`src/rtl/lockstep_stim_pkg.sv`:
```
// Purpose: shared types and constants for the lockstep stimulus generator.
// Latency: n/a (types and constants only).
// Backpressure: n/a.
package lockstep_stim_pkg;

  typedef enum logic [1:0] {
    IDLE = 2'd0,
    RUN  = 2'd1,
    DONE = 2'd2
  } state_e;

  // Injection counter width and the value it saturates at.
  localparam int                   INJ_CNT_W   = 8;
  localparam logic [INJ_CNT_W-1:0] INJ_CNT_MAX = 8'd255;

endpackage

```
`src/rtl/stim_delay_line.sv`:
```
// Purpose: WIDTH x LAG register chain with synchronous clear, delays d_i by LAG edges.
// Latency: LAG clock edges from d_i to q_o.
// Backpressure: none; shifts on every edge.
// Ports: clk (clock), clr (synchronous clear of every stage), d_i (input word),
//        q_o (oldest stage).
module stim_delay_line #(
  parameter int WIDTH = 4,
  parameter int LAG   = 1
) (
  input  logic             clk,
  input  logic             clr,
  input  logic [WIDTH-1:0] d_i,
  output logic [WIDTH-1:0] q_o
);

  logic [LAG-1:0][WIDTH-1:0] stage_q;
  logic [LAG-1:0][WIDTH-1:0] stage_d;

  always_comb begin
    stage_d    = stage_q;
    stage_d[0] = d_i;
    for (int i = 1; i < LAG; i++) begin
      stage_d[i] = stage_q[i-1];
    end
    if (clr) begin
      stage_d = '0;
    end
  end

  always_ff @(posedge clk) begin
    stage_q <= stage_d;
  end

  assign q_o = stage_q[LAG-1];

endmodule

```
`src/rtl/lockstep_stim_gen.sv`:
```
// Purpose: two lockstep WIDTH-bit counter streams with single-cycle XOR injection on b_o.
// Latency: start to first increment 2 edges; start to done NUM_CYCLES+1 edges (+LAG with delay).
// Backpressure: none; start in RUN is ignored, inject outside RUN is ignored.
// Ports: clk, rst (sync, active high), start, inject -> a_o, b_o, busy, done, inj_cnt.
// Optional: define STIM_GEN_LAG_EN to delay b_o by LAG edges through stim_delay_line;
//           busy then stays high until the last b_o value has emerged.
module lockstep_stim_gen #(
  parameter int          WIDTH      = 4,
  parameter int          NUM_CYCLES = 10,
  parameter int unsigned INJ_MASK   = 1,
  parameter int          LAG        = 1
) (
  input  logic             clk,
  input  logic             rst,
  input  logic             start,
  input  logic             inject,
  output logic [WIDTH-1:0] a_o,
  output logic [WIDTH-1:0] b_o,
  output logic             busy,
  output logic             done,
  output logic [7:0]       inj_cnt
);

  import lockstep_stim_pkg::*;

`ifdef STIM_GEN_LAG_EN
  localparam int DRAIN_EDGES = LAG;
`else
  localparam int DRAIN_EDGES = 0 * LAG;
`endif

  localparam logic [WIDTH-1:0] MASK      = WIDTH'(INJ_MASK);
  localparam logic [15:0]      LAST_CYC  = 16'(NUM_CYCLES);
  localparam logic [15:0]      FINAL_INC = 16'(NUM_CYCLES - 1);
  localparam logic [3:0]       DRAIN_END = 4'(DRAIN_EDGES - 1);

  state_e                 state_q, state_d;
  logic [WIDTH-1:0]       a_q, a_d;
  logic [WIDTH-1:0]       b_q, b_d;
  logic [15:0]            cyc_q, cyc_d;
  logic [INJ_CNT_W-1:0]   inj_q, inj_d;
  logic [3:0]             drain_q, drain_d;
  logic [WIDTH-1:0]       a_inc;
  logic                   run_start;

  assign a_inc = a_q + 1'b1;

  always_comb begin
    state_d   = state_q;
    a_d       = a_q;
    b_d       = b_q;
    cyc_d     = cyc_q;
    inj_d     = inj_q;
    drain_d   = drain_q;
    run_start = 1'b0;
    case (state_q)
      IDLE, DONE: begin
        if (start) begin
          state_d   = RUN;
          a_d       = '0;
          b_d       = '0;
          cyc_d     = '0;
          inj_d     = '0;
          drain_d   = '0;
          run_start = 1'b1;
        end
      end
      RUN: begin
        if (cyc_q != LAST_CYC) begin
          a_d   = a_inc;
          b_d   = a_inc ^ (inject ? MASK : '0);
          cyc_d = cyc_q + 16'd1;
          if (inject && (inj_q != INJ_CNT_MAX)) begin
            inj_d = inj_q + 1'b1;
          end
          if ((cyc_q == FINAL_INC) && (DRAIN_EDGES == 0)) begin
            state_d = DONE;
          end
        end else begin
          // All increments issued; hold counters while the delayed b_o drains out.
          drain_d = drain_q + 4'd1;
          if (drain_q == DRAIN_END) begin
            state_d = DONE;
          end
        end
      end
      default: state_d = IDLE;
    endcase
  end

  always_ff @(posedge clk) begin
    if (rst) begin
      state_q <= IDLE;
      a_q     <= '0;
      b_q     <= '0;
      cyc_q   <= '0;
      inj_q   <= '0;
      drain_q <= '0;
    end else begin
      state_q <= state_d;
      a_q     <= a_d;
      b_q     <= b_d;
      cyc_q   <= cyc_d;
      inj_q   <= inj_d;
      drain_q <= drain_d;
    end
  end

`ifdef STIM_GEN_LAG_EN
  stim_delay_line #(
    .WIDTH (WIDTH),
    .LAG   (LAG)
  ) u_delay (
    .clk (clk),
    .clr (rst | run_start),
    .d_i (b_q),
    .q_o (b_o)
  );
`else
  assign b_o = b_q;
`endif

  assign a_o     = a_q;
  assign busy    = (state_q == RUN);
  assign done    = (state_q == DONE);
  assign inj_cnt = inj_q;

endmodule

```
`config.mk`:
```
export PLATFORM = sky130hd
export DESIGN_NAME = lockstep_stim_gen
export DESIGN_NICKNAME = d
export VERILOG_FILES = /design/src/rtl/lockstep_stim_pkg.sv /design/src/rtl/stim_delay_line.sv /design/src/rtl/lockstep_stim_gen.sv
export SDC_FILE = /design/constraint.sdc
export NUM_CORES = 1
export LEC_CHECK = 0
export BUFFER_PORTS_ARGS = -buffer_cell sky130_fd_sc_hd__buf_2
export CAP_MARGIN = 30
export CORE_AREA = 2 2 64 66
export CTS_BUF_LIST = sky130_fd_sc_hd__clkbuf_16
export CTS_CLUSTER_SIZE = 40
export DETAILED_ROUTE_END_ITERATION = 10
export DIE_AREA = 0 0 66 68
export PLACE_DENSITY = 0.69
export SETUP_SLACK_MARGIN = 0.05
export SYNTH_ARGS = -nofsm -noshare
export SYNTH_HDL_FRONTEND = slang
export SYNTH_SLANG_ARGS = --single-unit
```
`constraint.sdc`:
```
create_clock -name clk -period 3.8 [get_ports clk]
set_input_delay 0.76 -clock clk [delete_from_list [all_inputs] [get_ports clk]]
set_output_delay 0.76 -clock clk [all_outputs]
set_load 0.01 [all_outputs]
```
== After elaboration in Yosys (flattened, before gate mapping) ==
Index checks and enable logic that the tools add are counted.

* Flip-flop bits (word level): 38
* Input bits: 4

* $add $sub $neg: 4
* Eq/ne operators: 12
* Muxes and demuxes: 20
* Bitwise operators: 1
* Reduce and logical (&&, ||, !) cells: 8

{| class="wikitable"
|+ Operator list
! cell !! number
|-
| $mux W16 || 2
|-
| $pmux W16 S2 || 1
|-
| $mux W8 || 3
|-
| $pmux W4 S2 || 3
|-
| $add A16 B1 Y16 const B || 1
|-
| $eq A16 B4 Y1 const B || 1
|-
| $mux W4 || 4
|-
| $ne A16 B4 Y1 const B || 1
|-
| $pmux W8 S2 || 1
|-
| $reduce_and A3 Y1 || 3
|-
| $add A4 B1 Y4 const B || 2
|-
| $add A8 B1 Y8 const B || 1
|-
| $mux W2 || 4
|-
| $ne A8 B8 Y1 const B || 1
|-
| $eq A4 B4 Y1 const B || 1
|-
| $ne A2 B1 Y1 const B || 2
|-
| $ne A2 B2 Y1 const B || 2
|-
| $pmux W2 S2 || 1
|-
| $reduce_and A4 Y1 || 1
|-
| $xor A4 B1 Y4 || 1
|-
| $ne A3 B1 Y1 const B || 1
|-
| $ne A3 B2 Y1 const B || 1
|-
| $eq A2 B1 Y1 const B || 1
|-
| $eq A2 B2 Y1 const B || 1
|-
| other kinds (5) || 5
|}

== Logic depth before layout (Yosys ltp) ==
Gate-level depths: netlist (run 1).

* Depth after elaboration: 5
* Mapped depth: 9

== Least setup slack after synthesis (run 1) ==
No wires, ideal clock.

* Kind: input to register
* Start point: in inject
* End point: reg inj_q[5] (netlist: inj_cnt[5])
* Library setup time: 0.074 ns
* Arrival time: 1.816 ns
* Required time: 3.726 ns
* Setup slack: 1.910 ns
* Stages on the path: 6
* Path buffers: 1
* Path through: clkbuf_1 nand4_1 a21oi_1 nand3_1 or3_1 a31oi_1

* Cells in the longest elaborated chain, start to end: 3

{| class="wikitable"
|+ RTL lines
! what !! line !! RTL
|-
| start, declared || lockstep_stim_gen.sv:16 || <nowiki>input logic inject,</nowiki>
|-
| $logic_and A1 B1 Y1 || lockstep_stim_gen.sv:73 || <nowiki>if (inject && (inj_q != INJ_CNT_MAX)) begin</nowiki>
|-
| $ne A2 B1 Y1 (no source line) || n/a ||
|-
| $reduce_and A4 Y1 (no source line) || n/a ||
|-
| end signal, assigned || lockstep_stim_gen.sv:104 || <nowiki>inj_q <= inj_d;</nowiki>
|-
| end, declared || lockstep_stim_gen.sv:41 || <nowiki>logic [INJ_CNT_W-1:0] inj_q, inj_d;</nowiki>
|}

No other way between the ends.
A chain may end at the register's enable or synchronous reset.

== Final worst setup path (run 1) ==
* Start point: reg state_q[1]
* End point: out busy

* Cells in the longest elaborated chain, start to end: 1

{| class="wikitable"
|+ RTL lines
! what !! line !! RTL
|-
| start, declared || lockstep_stim_gen.sv:37 || <nowiki>state_e state_q, state_d;</nowiki>
|-
| start signal, assigned || lockstep_stim_gen.sv:100 || <nowiki>state_q <= state_d;</nowiki>
|-
| $eq A2 B1 Y1 || lockstep_stim_gen.sv:124 || <nowiki>assign busy = (state_q == RUN);</nowiki>
|-
| end, declared || lockstep_stim_gen.sv:19 || <nowiki>output logic busy,</nowiki>
|}

No other way between the ends.

==> results_dict.tcl, run 1 <==
set metrics [dict create \
    post_cts_buffers 0 \
    reg2reg_depth 6 \
    reg2reg_from "cyc_q[1]" \
    avgRoutedWirePerCell_um 13.04 \
    finalSetupTns_ns 0 \
    cts_tree "done" \
    fp-row-count 23 \
    synth_ff_type "dfxtp_1" \
    total_leakage_power_nw 0.7315 \
    syn_nets 232 \
    cp_num_cells 3 \
    finalMaxSlewViolations 0 \
    dr_total_vias 1591 \
    hold_ws_ns 0.4599 \
    setup-violations-final 0 \
    ios 22 \
    ys_seq_elements 35 \
    syn_inst 222 \
    overflow 0 \
    crit_slowest_cell "nand2b_1" \
    initial_core_util_pct 48.09 \
    drt_iter0_drc 87 \
    synth_area_um2 1854 \
    drive_gt1_share_pct 13.56 \
    die_h_um 68 \
    critical_path.top_delay_family "buffers and inverters" \
    cp.required_ns 3.04 \
    synth_cell_types 42 \
    cts_hold_buf 0 \
    ant_nets 0 \
    crit_fanout 15 \
    cts-buffers-inserted 5 \
    netlist_top_cells_area "dfxtp_1 38%, a21oi_1 5.7%, nor2_1 4.5%" \
    clock_skew_ns 0.005247 \
    wirelength_um 3730 \
    clock-sinks 35 \
    critical_path_class "flop to output pin" \
    drc_errors 0 \
    ys_async_sr_fraction_pct 0 \
    path_clk_slew_ns 0.05 \
    synth.top_cell.area_share_pct 37.79 \
    path_cells "nand2b_1, inv_1, buf_2" \
    rsz0062_at_grt "no" \
    gp_congestion 0.7988 \
    drt-pass1-iter-count 4 \
    clk_latency_ns 0.28 \
    period_needed_ns 2.437 \
    max_stage_delay_ns 0.47 \
    fin_crit_sh_pct 64.12 \
    track_usage_pct 17.82 \
    cp-end-kind "output pin" \
    slew_headroom_pct 53.25 \
    status "finished clean" \
    grt_max_degree 32 \
    synth-edff-count 0 \
    h-tree-depth 2 \
    ys_warn_count 0 \
    crit_end "busy" \
    dp.final_hpwl_um 2555 \
    yosysTopAreaCell "dfxtp_1" \
    antenna_found_initial 0 \
    worstPathArrival_ns 1.68 \
    worstReg2RegEnd "cyc_q[12]" \
    worst_pin_slew_ns 0.7013 \
    finalNetCount 245 \
    root_buffer "clkbuf_16" \
    fmax_mhz 410.4 \
    crit_start "state_q[1]" \
    finalHoldViolCount 0 \
    r2r_slack_ns 1.55 \
    ir_worst_vdd_mv 0.2220 \
    post_cts_resized 0 \
    startpoint_type "flop" \
    dieWidth_um 66 \
    viasPerCell 5.563 \
    ys_seq_area_share_pct 37.79 \
    grt_pass1_wl_um 6113 \
    die_area_um2 4488 \
    core_um2 3856 \
    grt_pass1_vias 1367 \
    clock_path_buffers 2 \
    synth_area_per_cell_um2 8.353 \
    crit_buf_inv 2 \
    max_cap_violations 0 \
    area_growth_syn_to_layout_pct 11.81 \
    port_buffers 21 \
    min_path_type "flop to flop" \
    diodes 0 \
    p_per_area_nw_per_um2 390.8 \
]
==> state kept, by name, summed over array words and instances (netlist names) <==
signal   count
a_o          4
b_o          1
cyc_q       16
drain_q      4
inj_cnt      8
state_q      2
==> tightest hold or removal path: stages, from the launching register on <==
cell and delay (ns):
dfxtp_1 0.30, nand2_1 0.05, a21oi_1 0.05
==> cells by family (layout without fill, tap and decap cells) <==
logic type,count (synthesis),after routing,share of synthesized area (%)
multiplexers,3,3,1.687
AND/OR/NAND/NOR,99,99,30.70
XOR/XNOR,11,11,5.196
adder cells (fa/ha/maj),6,6,4.048
buffers and inverters,23,37,6.208
flip-flops,35,35,37.79
AO/OA/AOI/OAI,45,45,14.37
==> per-stage QoR <==
| stage | std cells | power, mW | util (%) | area [um^2] | worst slack, ns |
|---|---|---|---|---|---|
| after floorplan | 222 | 0.4293 | - | 1854 | 1.910 |
| after global placement | 278 | 0.4369 | 50.23 | 1937 | 1.569 |
| after detailed placement | 278 | 0.4372 | 50.23 | 1937 | 1.529 |
| after CTS | 286 | 0.8183 | 53.76 | 2073 | 1.352 |
| after global routing | 286 | 0.8407 | 53.76 | 2073 | 1.211 |
| final | 286 | 0.8101 | 53.76 | 2073 | 1.363 |
==> power breakdown <==
part           switching, mW  leakage (nW)  total (mW)  internal (mW)
Combinational         0.0378         0.379      0.0520         0.0142
Sequential           0.00515         0.283       0.377          0.372
Clock                  0.146        0.0701       0.381          0.235
==> worst min-delay path by stage <==
| stage | startpoint | to | slack [ns] | cells after the start |
|---|---|---|---|---|
| 3_5_place_dp | b_o[0] | b_o[0] | 0.46 | 2 |
| 3_3_place_gp | b_o[0] | b_o[0] | 0.44 | 2 |
| 2_1_floorplan | b_o[0] | b_o[0] | 0.48 | 2 |
| 4_1_cts | b_o[0] | b_o[0] | 0.47 | 2 |
| 6_report | b_o[0] | b_o[0] | 0.46 | 2 |
| 5_1_grt | b_o[0] | b_o[0] | 0.48 | 2 |
==> cell usage in the layout, fill, tap and decap left out, types with 2 or more instances in the layout <==
master | netlist | layout
a21oi_1 | 21 | 21
a31oi_1 | 4 | 4
and3_1 | 2 | 2
and4_1 | 2 | 2
buf_2 | 2 | 21
clkbuf_16 | 0 | 5
clkinv_1 | 0 | 2
dfxtp_1 | 35 | 35
ha_1 | 6 | 6
inv_1 | 8 | 9
mux2i_1 | 2 | 2
nand2_1 | 16 | 16
nand2b_1 | 3 | 3
nand3_1 | 15 | 15
nand4_1 | 7 | 7
nor2_1 | 22 | 22
nor2b_1 | 2 | 2
nor3_1 | 6 | 6
nor3b_1 | 2 | 2
o211ai_1 | 2 | 2
o21ai_0 | 9 | 9
o31ai_1 | 3 | 3
or3_1 | 9 | 9
or4_1 | 5 | 5
xnor2_1 | 4 | 4
xor2_1 | 7 | 7
==> cell type report <==
cell class	count	area (um^2)
fill	373	1783
multi-input combinational	164	1039
tap	50	62.56
clock inverter	3	11.26
clock buffer	5	125.1
inverter	8	30.03
timing repair buffer	21	105.1
sequential	35	700.7
==> cell usage after synthesis (2+ instances only) <==
| library cell | n |
|---|---|
| a21oi_1 | 21 |
| a31oi_1 | 4 |
| and3_1 | 2 |
| and4_1 | 2 |
| buf_2 | 2 |
| buf_4 | 3 |
| buf_6 | 2 |
| clkbuf_1 | 8 |
| dfxtp_1 | 35 |
| ha_1 | 6 |
| inv_1 | 8 |
| mux2i_1 | 2 |
| nand2_1 | 16 |
| nand2b_1 | 3 |
| nand3_1 | 15 |
| nand4_1 | 7 |
| nor2_1 | 22 |
| nor2b_1 | 2 |
| nor3_1 | 6 |
| nor3b_1 | 2 |
| o211ai_1 | 2 |
| o21ai_0 | 9 |
| o31ai_1 | 3 |
| or3_1 | 9 |
| or4_1 | 5 |
| xnor2_1 | 4 |
| xor2_1 | 7 |
==> per-layer routing <==
metal / global-route usage [%] / routed length [um]
met3: 3.947 / 145
met5: 0 / 0
met1: 21.31 / 1700
met4: 9.184 / 63
met2: 30.18 / 1820
Power figures use the tool's default switching activity.
==> run 2, diff against run 1 <==
==> constraint.sdc (replaced) <==
create_clock -name clk -period 2.3 [get_ports clk]
set_input_delay 0.46 -clock clk [delete_from_list [all_inputs] [get_ports clk]]
set_output_delay 0.46 -clock clk [all_outputs]
set_load 0.01 [all_outputs]
==> results_dict.tcl, run 2 (same netlist as run 1, synthesis figures left out) <==
set metrics [dict create \
    status "finished clean" \
    ios 22 \
    dr_total_vias 1615 \
    fmax_mhz 472.2 \
    place_area_um2 1994 \
    path_clk_slew_ns 0.05 \
    wirelength_um 4032 \
    drive_gt1_share_pct 17.41 \
    crit_slowest_cell "or4_1" \
    finalSetupTns_ns 0 \
    critical_path_class "flop to flop" \
    placed_cells 284 \
    root_buffer "clkbuf_16" \
    p_per_area_nw_per_um2 631.0 \
    clock-sinks 35 \
    clock_path_buffers 2 \
    clock_skew_ns 0.003460 \
    top_register "cyc_q" \
    post_cts_resized 0 \
    die_area_um2 4488 \
    post_cts_buffers 0 \
    total_leakage_power_nw 0.7900 \
    die_h_um 68 \
    drt_iter0_drc 66 \
    drt-pass1-iter-count 4 \
    gp_congestion 0.7765 \
    final_util_pct 56.23 \
    grt_pass1_wl_um 6230 \
    cts_hold_buf 0 \
    cp-end-kind "flop" \
    core_um2 3856 \
    max_cap_violations 0 \
    layout_commonest_cell "dfxtp_1" \
    max_stage_delay_ns 0.49 \
    startpoint_type "flop" \
    slew_headroom_pct 52.91 \
    path_cells "inv_1, ha_1, nor3b_1, nand4_4, a21oi_4, buf_4, or4_1, a21oi_1" \
    period_needed_ns 2.118 \
    ant_nets 0 \
    drc_errors 0 \
    final_cells 297 \
    fp-row-count 23 \
    rsz0062_at_grt "no" \
    largest_register_ffs 16 \
    fin_area_um2 2168 \
    overflow 0 \
    worst_pin_slew_ns 0.7063 \
    initial_core_util_pct 48.09 \
    worstPathArrival_ns 2.31 \
    mostFrequentLayoutCells "35 x dfxtp_1, 22 x nor2_1, 21 x a21oi_1, 21 x buf_2, 16 x nand2_1" \
    fin_crit_sh_pct 92.08 \
    avgRoutedWirePerCell_um 13.58 \
    crit_fanout 10 \
    multiInputGateArea_um2 1039 \
    setup-violations-final 0 \
    cts-buffers-inserted 5 \
    antenna_found_initial 0 \
    grt_pass1_vias 1372 \
    dieWidth_um 66 \
    regArea_um2 700.7 \
    fillers 363 \
    viasPerCell 5.438 \
    finalMaxSlewViolations 0 \
    min_path_type "flop to flop" \
    h-tree-depth 2 \
    dp.final_hpwl_um 2793 \
    grt_max_degree 19 \
    hold_ws_ns 0.4522 \
    port_buffers 21 \
    finalHoldViolCount 0 \
    area_growth_syn_to_layout_pct 16.94 \
    cts_tree "done" \
    diodes 0 \
    clk_latency_ns 0.28 \
    cp.required_ns 2.49 \
    finalNetCount 256 \
    ir_worst_vdd_mv 0.2982 \
    track_usage_pct 18.32 \
]
[run 2: cell count changes in the layout (fill, tap and decap cells not counted), sizes merged]
cell,delta
buf,+11
[run 2: final cells by class]
type	instances	area share [%]
multi-input cells	164	47.89
clock buffers	5	5.770
repair buffers	32	9.233
flip-flops and latches	35	32.31
well taps	50	2.885
clock inverters	3	0.5193
inverters	8	1.385
[run 2: worst paths after layout]
path | end | slack (ns) | start | cells past startpoint
max reg2reg | cyc_q[14] | 0.18 | cyc_q[0] | 8
min reg2reg | b_o[0] | 0.45 | b_o[0] | 2
min | b_o[0] | 0.45 | b_o[0] | 2
max | cyc_q[14] | 0.18 | cyc_q[0] | 8
[run 2: layer usage]
layer	routed length [um]	track usage [%]
met5	0	0
met2	1938	30.68
met3	122	5.428
met4	48	6.122
met1	1921	22.64
[run 2: critical path, delay by kind of cell, from the launching register on]
family,cells,cell delay [ns]
flops,1,0.43
buf+inv,2,0.26
simple gates,3,0.84
fa+ha+maj,1,0.23
compound gates,2,0.27
[run 2: through the flow]
step | setup slack (ns) | power (mW)
after floorplan | 0.4367 | 0.7093
after global placement | 0.2495 | 0.7388
after detailed placement | 0.1959 | 0.7393
after CTS | 0.1524 | 1.368
after global routing | 0.06460 | 1.419
final | 0.1821 | 1.368
[run 2: report_power, final]
| part | switching [mW] | internal (mW) | total (mW) |
|---|---|---|---|
| Sequential | 0.00855 | 0.614 | 0.623 |
| Combinational | 0.0701 | 0.0476 | 0.118 |
| Clock | 0.239 | 0.389 | 0.628 |
